===== src/rtl/branch_predictor_pkg.sv =====
// Shared control definitions for the branch predictor: PHT counter states,
// execute-stage branch-class encodings and a prediction helper.
package branch_predictor_pkg;

    // Two-bit saturating counter states held in each PHT entry.
    typedef enum logic [1:0] {
        STRONG_NT = 2'b00,
        WEAK_NT   = 2'b01,
        WEAK_T    = 2'b10,
        STRONG_T  = 2'b11
    } pht_state_e;

    // Execute-stage branch class encodings; 2'b11 is unused and never updates.
    localparam logic [1:0] BR_OP_NON_BRANCH = 2'b00;
    localparam logic [1:0] BR_OP_JUMP       = 2'b01;
    localparam logic [1:0] BR_OP_BRANCH     = 2'b10;

    // A counter predicts taken whenever its MSB is set (WEAK_T or STRONG_T).
    function automatic logic predict_taken(input pht_state_e state);
        return state[1];
    endfunction

endpackage


===== src/rtl/branch_predictor_sat_counter_2b.sv =====
// Next-state logic for one 2-bit saturating PHT counter.
module sat_counter_2b
    import branch_predictor_pkg::*;
(
    input  pht_state_e state_i,
    input  logic       taken_i,
    output pht_state_e state_o
);

    // Step one state toward the resolved direction, holding at either end.
    always_comb begin
        state_o = state_i;
        unique case (state_i)
            STRONG_NT: state_o = taken_i ? WEAK_NT  : STRONG_NT;
            WEAK_NT:   state_o = taken_i ? WEAK_T   : STRONG_NT;
            WEAK_T:    state_o = taken_i ? STRONG_T : WEAK_NT;
            STRONG_T:  state_o = taken_i ? STRONG_T : WEAK_T;
            default:   state_o = state_i;
        endcase
    end

endmodule


===== src/rtl/branch_predictor.sv =====
// Gshare branch predictor: PC/global-history indexed table of 2-bit counters,
// combinational fetch prediction, execute-stage training and statistics.
module branch_predictor
    import branch_predictor_pkg::*;
#(
    parameter int unsigned INDEX_W = 6,
    parameter int unsigned GHR_W   = INDEX_W
) (
    input  logic               clk_i,
    input  logic               rst_n_i,
    input  logic [31:0]        pc_f_i,
    output logic               pred_taken_f_o,
    output logic [INDEX_W-1:0] pht_idx_f_o,
    input  logic [1:0]         branch_op_e_i,
    input  logic [INDEX_W-1:0] pht_idx_e_i,
    input  logic               pred_taken_e_i,
    input  logic               pc_src_res_e_i,
    input  logic               stall_e_i,
    output logic               mispredict_e_o,
    output logic [31:0]        branch_cnt_o,
    output logic [31:0]        mispred_cnt_o
);

    localparam int unsigned PHT_DEPTH = 1 << INDEX_W;

    if (GHR_W != INDEX_W) begin : g_bad_ghr_w
        $error("branch_predictor: GHR_W must equal INDEX_W");
    end

    // Flop-based table so every entry can be reset in a single cycle.
    pht_state_e         pht_q [PHT_DEPTH];
    pht_state_e         pht_d [PHT_DEPTH];
    logic [GHR_W-1:0]   ghr_q;
    logic [GHR_W-1:0]   ghr_d;
    logic [31:0]        branch_cnt_q;
    logic [31:0]        branch_cnt_d;
    logic [31:0]        mispred_cnt_q;
    logic [31:0]        mispred_cnt_d;

    logic               update_en;
    logic               is_ctrl_op;
    pht_state_e         cnt_cur;
    pht_state_e         cnt_next;

    // PC bits outside the index field do not influence the prediction.
    logic               unused_pc_bits;
    assign unused_pc_bits = ^{pc_f_i[31:INDEX_W+2], pc_f_i[1:0]};

    // Fetch side: reads the registered table, so a same-cycle update is not bypassed.
    assign pht_idx_f_o    = pc_f_i[INDEX_W+1:2] ^ ghr_q;
    assign pred_taken_f_o = predict_taken(pht_q[pht_idx_f_o]);

    // Execute side.
    assign update_en      = (branch_op_e_i == BR_OP_BRANCH) && !stall_e_i;
    assign is_ctrl_op     = (branch_op_e_i == BR_OP_BRANCH) || (branch_op_e_i == BR_OP_JUMP);
    assign mispredict_e_o = is_ctrl_op && (pred_taken_e_i != pc_src_res_e_i);
    assign cnt_cur        = pht_q[pht_idx_e_i];

    sat_counter_2b u_sat_counter (
        .state_i (cnt_cur),
        .taken_i (pc_src_res_e_i),
        .state_o (cnt_next)
    );

    assign branch_cnt_o  = branch_cnt_q;
    assign mispred_cnt_o = mispred_cnt_q;

    // Train the addressed counter, shift history and bump statistics.
    always_comb begin
        pht_d         = pht_q;
        ghr_d         = ghr_q;
        branch_cnt_d  = branch_cnt_q;
        mispred_cnt_d = mispred_cnt_q;
        if (update_en) begin
            pht_d[pht_idx_e_i] = cnt_next;
            ghr_d              = {ghr_q[GHR_W-2:0], pc_src_res_e_i};
            branch_cnt_d       = branch_cnt_q + 32'd1;
        end
        if (mispredict_e_o && !stall_e_i) begin
            mispred_cnt_d = mispred_cnt_q + 32'd1;
        end
    end

    // State registers; reset wins over any concurrent update.
    always_ff @(posedge clk_i) begin
        if (!rst_n_i) begin
            for (int unsigned i = 0; i < PHT_DEPTH; i++) begin
                pht_q[i[INDEX_W-1:0]] <= WEAK_NT;
            end
            ghr_q         <= '0;
            branch_cnt_q  <= '0;
            mispred_cnt_q <= '0;
        end else begin
            pht_q         <= pht_d;
            ghr_q         <= ghr_d;
            branch_cnt_q  <= branch_cnt_d;
            mispred_cnt_q <= mispred_cnt_d;
        end
    end

endmodule


===== config.mk =====
export PLATFORM = sky130hd
export DESIGN_NAME = branch_predictor
export DESIGN_NICKNAME = d
export VERILOG_FILES = /design/src/rtl/branch_predictor_pkg.sv /design/src/rtl/branch_predictor_sat_counter_2b.sv /design/src/rtl/branch_predictor.sv
export SDC_FILE = /design/constraint.sdc
export NUM_CORES = 1
export LEC_CHECK = 0
export BUFFER_PORTS_ARGS = -buffer_cell sky130_fd_sc_hd__buf_2
export CAP_MARGIN = 10
export CORE_ASPECT_RATIO = 0.6
export CORE_MARGIN = 2
export CORE_UTILIZATION = 35
export CTS_CLUSTER_SIZE = 14
export DETAILED_ROUTE_END_ITERATION = 8
export GPL_TIMING_DRIVEN = 0
export SLEW_MARGIN = 10
export SYNTH_ARGS = -nofsm -noshare
export SYNTH_HDL_FRONTEND = slang
export SYNTH_SLANG_ARGS = --single-unit

===== constraint.sdc =====
create_clock -name clk_i -period 4.3 [get_ports clk_i]
set_input_delay 0.645 -clock clk_i [delete_from_list [all_inputs] [get_ports clk_i]]
set_output_delay 0.645 -clock clk_i [all_outputs]
set_load 0.1 [all_outputs]

== After elaboration in Yosys (flattened, before gate mapping) ==
Cells that the tools add are included.
W data, S select, Z words.

* Flip-flop bits (word level): 198
* Output and inout port bits: 72
* Word-level logic and storage cells: 102

* $add $sub $neg: 2
* Magnitude comparators: 3
* Eq/ne operators: 6
* Mux-type cells: 14
* Bitwise gates (word level): 3
* Reductions and logical operators: 7

{| class="wikitable"
|+ Operator list
! operator !! number
|-
| $bwmux W128 || 1
|-
| $add A32 B1 Y32 const B || 2
|-
| $bmux W2 S6 || 2
|-
| $ge A7 B7 Y1 const B || 2
|-
| $mux W2 || 7
|-
| $not A6 Y7 || 2
|-
| $demux W2 S6 || 1
|-
| $pmux W2 S4 || 1
|-
| $lt A7 B1 Y1 const B || 1
|-
| $eq A2 B2 Y1 const B || 3
|-
| $xor A6 B6 Y6 || 1
|-
| $eq A2 B1 Y1 const B || 2
|-
| $logic_and A1 B1 Y1 || 4
|-
| $logic_not A2 Y1 || 1
|-
| $mux W1 || 2
|-
| $logic_not A1 Y1 || 1
|-
| $logic_or A1 B1 Y1 || 1
|-
| $ne A1 B1 Y1 || 1
|}

== Depth between registers and ports, before layout ==
Gate-level depths: netlist of the first run.

* Depth after elaboration: 7
* Gate-level depth with buffers: 13
* Depth with buffers taken out: 9

== Hierarchy ==
Synthesis of the first run repeated with hierarchy kept, for this count alone.

* Cells, all modules: 1,214
* Area, all modules: 9,811.9 um2

{| class="wikitable"
|+ By module, submodules not included
! module !! instances !! cells an instance !! area each (um2)
|-
| branch_predictor || 1 || 1,211 || 9,785.6
|-
| sat_counter_2b || 1 || 3 || 26.3
|}

== Worst setup path after synthesis of the first run ==
OpenSTA, ideal clock, no wires.

* Path type: input to output
* Start point: in pc_f_i[4]
* End point: out pred_taken_f_o
* Data arrival time: 4.600 ns
* Data required time: 3.655 ns
* Slack: -0.945 ns
* Stages: 5
* Path buffers: 0
* Cells stage by stage: xor2_1 mux4_2 nor2b_1 a211oi_1 a21oi_1

* Longest elaborated chain between the ends: 5

{| class="wikitable"
|+ Ends and longest elaborated chain
! item !! line !! text
|-
| start, declared || branch_predictor.sv:11 || <nowiki>input logic [31:0] pc_f_i,</nowiki>
|-
| $xor A6 B6 Y6 || branch_predictor.sv:50 || <nowiki>assign pht_idx_f_o = pc_f_i[INDEX_W+1:2] ^ ghr_q;</nowiki>
|-
| $not A6 Y7 (implied by the code) || branch_predictor.sv:51 || <nowiki>assign pred_taken_f_o = predict_taken(pht_q[pht_idx_f_o]);</nowiki>
|-
| $bmux W2 S6 || branch_predictor.sv:51 ||
|-
| $mux W2 (implied by the code) (2 in a row) || branch_predictor.sv:51 ||
|-
| end, declared || branch_predictor.sv:12 || <nowiki>output logic pred_taken_f_o,</nowiki>
|}

Every way passes these cells. The select of a mux whose other input is x is not followed.

== Worst setup path in the final report of the first run ==
* Start point: reg ghr_q[1]
* End point: out pred_taken_f_o

* Longest elaborated chain between the ends: 5

{| class="wikitable"
|+ Ends and longest elaborated chain
! item !! line !! text
|-
| start, declared || branch_predictor.sv:33 || <nowiki>logic [GHR_W-1:0] ghr_q;</nowiki>
|-
| start signal, assigned || branch_predictor.sv:95 || <nowiki>ghr_q <= ghr_d;</nowiki>
|-
| $xor A6 B6 Y6 || branch_predictor.sv:50 ||
|-
| $not A6 Y7 (implied by the code) || branch_predictor.sv:51 ||
|-
| $bmux W2 S6 || branch_predictor.sv:51 ||
|-
| $mux W2 (implied by the code) (2 in a row) || branch_predictor.sv:51 ||
|}

Every way passes these cells. The select of a mux whose other input is x is not followed.

==> impl_metrics.yaml, run 1 <==
pwr:
  vdd_drop_max_mv: 0.279
  leakage_nw: 4.12
  power_density_nw_per_um2: 311
run_status:
  status: "complete, no violations"
critical_path:
  r2r-start: "pht_q[54]$_SDFFE_PN1P_"
  slowest_stage: "xnor2_2"
  critPathMaxStageDelay_ps: 670
  rr_endpoint: "pht_q[29]$_SDFFE_PN0P_"
  r2r_cells: 9
  path_class: "register to output port"
  crit_fanout: 10
  endpoint_kind: "output port"
  required_ps: 3650
  crit_chain: "xnor2_2 -> clkbuf_2 -> mux4_2 -> mux4_2 -> a211oi_1 -> a21oi_1 -> buf_2"
  worstPathArrival_ps: 3530
  ff2ff_setup_slack_ps: 1390
  crit_top_cell: "mux4_2"
  cp-start-kind: "register"
final_layout:
  final_common_cell: "dfxtp_1"
  antenna_cells: 0
  multi_input_area_um2: 6390
  drive_gt1_frac: 0.213
  fillerInstances: 2963
  mostFrequentLayoutCells: "dfxtp_1 (198), nand2_1 (177), buf_2 (104)"
  syn2layout_area_growth_pct: 14.2
  seqCellArea_um2: 3960
  nNetsFinal: 1252
synth:
  async_flop_share: 0
  netlist_instances: 1096
  seq_area_frac_synth: 0.368
  synth_area_leaders: "dfxtp_1 (37%), a31oi_4 (12%), mux4_2 (7.9%)"
  synth_top_area_frac: 0.368
  postSynthAreaPerCell_um2: 9.84
  synth_edf_count: 0
  syn_nets: 1144
  synth_area_leader_cell: "dfxtp_1"
  netlist_area_um2: 10800
  synthFlopType: "dfxtp_1"
  yosys_warnings: 0
  synth-seq-cells: 198
  ys_types: 54
min_path:
  hold_path.class: "primary input to register"
  hold_start: "pc_src_res_e_i"
  holdPathStages: 3
  holdPathEnd: "ghr_q[0]$_SDFFE_PN0P_"
placement:
  place_ws_ps: -379
  port-buffer-count: 89
  dp_hpwl_mm: 24.5
  globalplace.congestion: 0.949
timing:
  clock-skew-final_ps: 16.0
  timing.hold.ws_ps: 475
  max-slew-margin-rel: 0.194
  hold_violations: 0
  maxSlewViolCount: 0
  max_freq_mhz: 239
  setup_ws_ps: 123
  tightest_slew_ps: 1210
  period_share: 0.971
  setup_viol: 0
  rsz0062_at_grt: "false"
  post-route-min-period_ps: 4180
cts:
  cts_root_buf: "clkbuf_16"
  postCtsResizedCells: 3
  clk_pin_slew_worst_paths_ps: 70
  postCtsHoldBufs: 0
  clk_path_buf_depth: 2
  cts.htree.levels: 4
  cts.sinks: 198
  numCtsBuffers: 17
  post-cts-setup-buffers: 0
  tritoncts: "done"
  clock_latency_ps: 460
route:
  vias: 9012
  viasPerCell: 5.56
  wirelength_mm: 33.1
  post_drt_wl_per_cell_um: 20.4
  drc: 0
  detail-route-antenna-nets: 0
  first_pass_iters: 6
  drt-initial-drc-count: 1025
grt:
  grt_pass1_wl_mm: 50.8
  antenna_found_initial: 0
  track_usage: 0.208
  grt_start_max_net_pins: 17
  grt_overflow: 0
  grt_pass1_vias: 8366
floorplanning:
  rows: 49
  fp.dieH_um: 140
  dieWidth_um: 231
  initial_utilization: 0.358
  num_io_pins: 117
  die_area_um2: 32300
  core_um2: 30100
run:
  maxCapViolations: 0
==> critical path: cells and delay by family, from the launching register on <==
kind,cells,cell delay [ps]
buf+inv,2,810
compound gates,2,370
mux,2,890
xor+xnor,1,670
flops,1,340
==> per-layer routing <==
metal,track usage,wire (um),up-vias
li1,-,-,4187
met1,0.317,16400,4382
met2,0.269,12600,391
met3,0.0692,3550,50
met4,0.0628,563,2
met5,0.0104,43,-
==> report_power, final <==
| part | switching (W) | internal [W] | total [W] |
|---|---|---|---|
| sequential | 0.00000424 | 0.00184 | 0.00184 |
| clock | 0.000702 | 0.000813 | 0.00151 |
| combinational | 0.000346 | 0.000130 | 0.000476 |
==> metrics by stage <==
| stage | cell area (um^2) | utilization | total power, W | instances | setup TNS, ps |
|---|---|---|---|---|---|
| after global placement | 11800 | 0.391 | 0.00235 | 1593 | -401 |
| after floorplan | 10800 | - | 0.00222 | 1096 | 0 |
| after CTS | 12300 | 0.409 | 0.00385 | 1620 | 0 |
| after detailed placement | 11800 | 0.391 | 0.00235 | 1593 | -379 |
| final | 12300 | 0.409 | 0.00383 | 1620 | 0 |
| after global routing | 12300 | 0.409 | 0.00395 | 1620 | 0 |
==> layout make-up <==
class / count / share of cell area
well taps: 408 / 0.0414
flip-flops and latches: 198 / 0.322
inverters: 15 / 0.00457
clock inverters: 4 / 0.00416
clock buffers: 23 / 0.0380
plain buffers: 75 / 0.0351
repair buffers: 89 / 0.0362
multi-input cells: 808 / 0.519
==> Yosys cell counts, types with 4 or more instances <==
cell type,n
dfxtp_1,198
nand2_1,177
nor2_1,80
nor3b_1,70
o22ai_1,68
a31oi_4,60
and2_1,50
clkbuf_1,45
xnor2_1,39
mux4_2,38
nand3_1,32
xor2_1,19
a21boi_0,18
buf_2,15
inv_1,15
nand4_1,15
and3_1,13
or3_1,13
o21ai_0,12
mux2_2,9
nor2b_1,9
mux2i_1,8
nor3_1,8
a31oi_1,7
nand3b_1,7
a22oi_1,6
and4_1,6
buf_12,6
nand2b_1,5
a21oi_1,4
a221oi_1,4
==> flip-flops by register name, indices dropped and copies added, names as in the netlist <==
name / cells
pht_q: 128
branch_cnt_o: 32
ghr_q: 6
mispred_cnt_o: 32
==> cells by family after synthesis <==
kind of cell	share of synthesized area
AOI/OAI and AO/OA	0.202
muxes	0.0962
buffers and inverters	0.0453
DFF	0.368
xor gates and xnor gates	0.0471
adders and majority gates	0.00545
and+or+nand+nor	0.236
==> worst max path at each step <==
stage / start / end / slack (ps) / depth (start not counted)
2_1_floorplan: pc_f_i[3] / pred_taken_f_o / 120 / 6
3_3_place_gp: pc_f_i[3] / pred_taken_f_o / -400 / 8
3_5_place_dp: pc_f_i[3] / pred_taken_f_o / -380 / 8
6_report: ghr_q[1]$_SDFFE_PN0P_ / pred_taken_f_o / 120 / 7
5_1_grt: ghr_q[0]$_SDFFE_PN0P_ / pred_taken_f_o / 50 / 7
4_1_cts: ghr_q[1]$_SDFFE_PN0P_ / pred_taken_f_o / 180 / 7
(Power assumes the default switching activity.)
==> run 2, diff against run 1 <==
--- a/config.mk
+++ b/config.mk
@@ -9,10 +9,11 @@
 export CAP_MARGIN = 10
 export CORE_ASPECT_RATIO = 0.6
 export CORE_MARGIN = 2
-export CORE_UTILIZATION = 35
+export CORE_UTILIZATION = 59
 export CTS_CLUSTER_SIZE = 14
 export DETAILED_ROUTE_END_ITERATION = 8
 export GPL_TIMING_DRIVEN = 0
+export PLACE_DENSITY = 0.8
 export SLEW_MARGIN = 10
 export SYNTH_ARGS = -nofsm -noshare
 export SYNTH_HDL_FRONTEND = slang
==> run 2 against run 1 <==
Compared with the run above:
- wire length fell by 5.1%
- critical path depth stayed put
- first-iteration DRC count rose by 27%
- sequential cell count is the same
- worst setup slack gained 120 ps
- power is 3.0% higher
- maximum frequency is 2.9% higher
- die area down 40%
- sequential power about the same
- cell count down 10%
- critical path type unchanged
- largest power group unchanged
==> impl_metrics.yaml, run 2 (same netlist as run 1, synthesis figures left out) <==
run_status:
  status: "complete, no violations"
timing:
  tightest_slew_ps: 1230
  tns_ps: 0
  setup_viol: 0
  timing.hold.ws_ps: 491
  max_freq_mhz: 246
  clock-skew-final_ps: 15.7
  max-slew-margin-rel: 0.183
  hold_violations: 0
  rsz0062_at_grt: "false"
  period_share: 0.944
  maxSlewViolCount: 0
  post-route-min-period_ps: 4060
final_layout:
  fillerInstances: 1405
  drive_gt1_frac: 0.219
  syn2layout_area_growth_pct: 13.0
  nNetsFinal: 1252
  finalNonFillerCells: 1457
  antenna_cells: 0
  largest_register: "pht_q"
  mostFrequentLayoutCells: "dfxtp_1 (198), nand2_1 (177), buf_2 (104)"
  final_common_cell: "dfxtp_1"
  largest_reg_flops: 128
floorplanning:
  num_io_pins: 117
  core_um2: 18000
  rows: 38
  dieWidth_um: 179
  die_area_um2: 19400
  initial_utilization: 0.600
  fp.dieH_um: 109
critical_path:
  endpoint: "pred_taken_f_o"
  crit_start: "ghr_q[1]$_SDFFE_PN0P_"
  path_class: "register to output port"
  crit_family: "multiplexers"
  endpoint_kind: "output port"
  ff2ff_setup_slack_ps: 1430
  crit_cells: 7
  slowest_stage: "xnor2_2"
  r2r_cells: 9
  crit_top_cell: "mux4_2"
  r2r-start: "pht_q[54]$_SDFFE_PN1P_"
  path_buf_inv: 2
  crit_fanout: 10
  rr_endpoint: "pht_q[29]$_SDFFE_PN0P_"
  worstPathArrival_ps: 3420
  cp-start-kind: "register"
  critPathMaxStageDelay_ps: 590
  required_ps: 3650
  crit_chain: "xnor2_2 -> clkbuf_2 -> mux4_2 -> mux4_2 -> a211oi_1 -> a21oi_1 -> buf_2"
cts:
  postCtsHoldBufs: 0
  clk_pin_slew_worst_paths_ps: 80
  cts.htree.levels: 4
  cts.sinks: 198
  tritoncts: "done"
  clk_path_buf_depth: 2
  cts_root_buf: "clkbuf_16"
  numCtsBuffers: 17
  clock_latency_ps: 450
placement:
  globalplace.congestion: 0.996
  port-buffer-count: 89
  dp_hpwl_mm: 22.7
  dp.cells: 1425
route:
  vias: 9265
  post_drt_wl_per_cell_um: 21.6
  drt-initial-drc-count: 1299
  first_pass_iters: 6
  viasPerCell: 6.36
  detail-route-antenna-nets: 0
  wirelength_mm: 31.4
  drc: 0
grt:
  gr-usage-met3: 0.135
  grt_pass1_vias: 8345
  antenna_found_initial: 0
  busiest_layer: "met1"
  grt_use_met2: 0.439
  grt_overflow: 0
  track_usage: 0.327
  grt_pass1_wl_mm: 47.7
  grt_start_max_net_pins: 17
  grt_use_met1: 0.481
min_path:
  hold_path.class: "register to register"
  hold_start: "pht_q[121]$_SDFFE_PN0P_"
run:
  maxCapViolations: 0
pwr:
  p_sw_frac: 0.272
  p_int_w: 0.00287
  p_comb_frac: 0.118
  vdd_drop_max_mv: 0.303
  power_density_nw_per_um2: 324
  switching_power_w: 0.00107
  leakage_nw: 4.16
  p_seq_frac: 0.466
  clockPowerShare: 0.416
[run 2: cell types whose count changed in the layout (fill, tap and decap cells not counted), sizes merged]
cell      previous run  this run
bufinv               1         2
clkbuf              68        67
clkinv               2         5
clkinvlp             1         2
inv                 15        16
[run 2: metal layers]
metal,wire [um],part of all wire
met5,0,0
met4,625,0.020
met3,4100,0.13
met2,12500,0.40
met1,14200,0.45
[run 2: final cells by class]
| cell class | instances | area (um^2) | share of cell area |
|---|---|---|---|
| timing repair buffer | 89 | 445 | 0.0366 |
| clock inverter | 10 | 120 | 0.00986 |
| multi-input combinational | 808 | 6390 | 0.524 |
| inverter | 15 | 56.3 | 0.00462 |
| clock buffer | 22 | 474 | 0.0389 |
| sequential | 198 | 3960 | 0.325 |
| tap | 240 | 300 | 0.0246 |
| buffer | 75 | 434 | 0.0356 |
[run 2: worst min-delay path by stage]
| stage | endpoint | slack, ps | depth (start not counted) |
|---|---|---|---|
| finish | pht_q[121]$_SDFFE_PN0P_ | 490 | 2 |
| floorplan | pht_q[49]$_SDFFE_PN0P_ | 450 | 2 |
| global placement | pht_q[29]$_SDFFE_PN0P_ | 470 | 2 |
| CTS | pht_q[47]$_SDFFE_PN0P_ | 490 | 2 |
| global route | pht_q[45]$_SDFFE_PN0P_ | 510 | 2 |
| detailed placement | pht_q[47]$_SDFFE_PN0P_ | 470 | 2 |
[run 2: tightest hold or removal path, stage by stage (launching register included)]
cell and delay [ps]:
dfxtp_1 320, nand2_1 60, o22ai_1 60
[run 2: power groups by stage]
stage	Combinational (W)	Sequential, W	Clock, W
CTS	0.000455	0.00184	0.00164
global route	0.000486	0.00184	0.00171
detailed placement	0.000453	0.00188	0
floorplan	0.000327	0.00189	0
global placement	0.000449	0.00188	0
finish	0.000466	0.00184	0.00164
[run 2: metrics by stage]
stage | power (W) | util | setup slack, ps | cell area, um^2
after global routing | 0.00404 | 0.678 | 149 | 12200
final | 0.00395 | 0.678 | 239 | 12200
after CTS | 0.00394 | 0.677 | 58.6 | 12200
after global placement | 0.00233 | 0.644 | -108 | 11600
after floorplan | 0.00222 | - | 121 | 10800
after detailed placement | 0.00234 | 0.644 | -126 | 11600
[run 2: what timing repair did]
action / 4_1_cts / 5_1_grt
endpoints found under the setup margin: 1 / 1
resized for setup: 1 / 3
cloned: 0 / 0
buffers inserted: 0 / 0
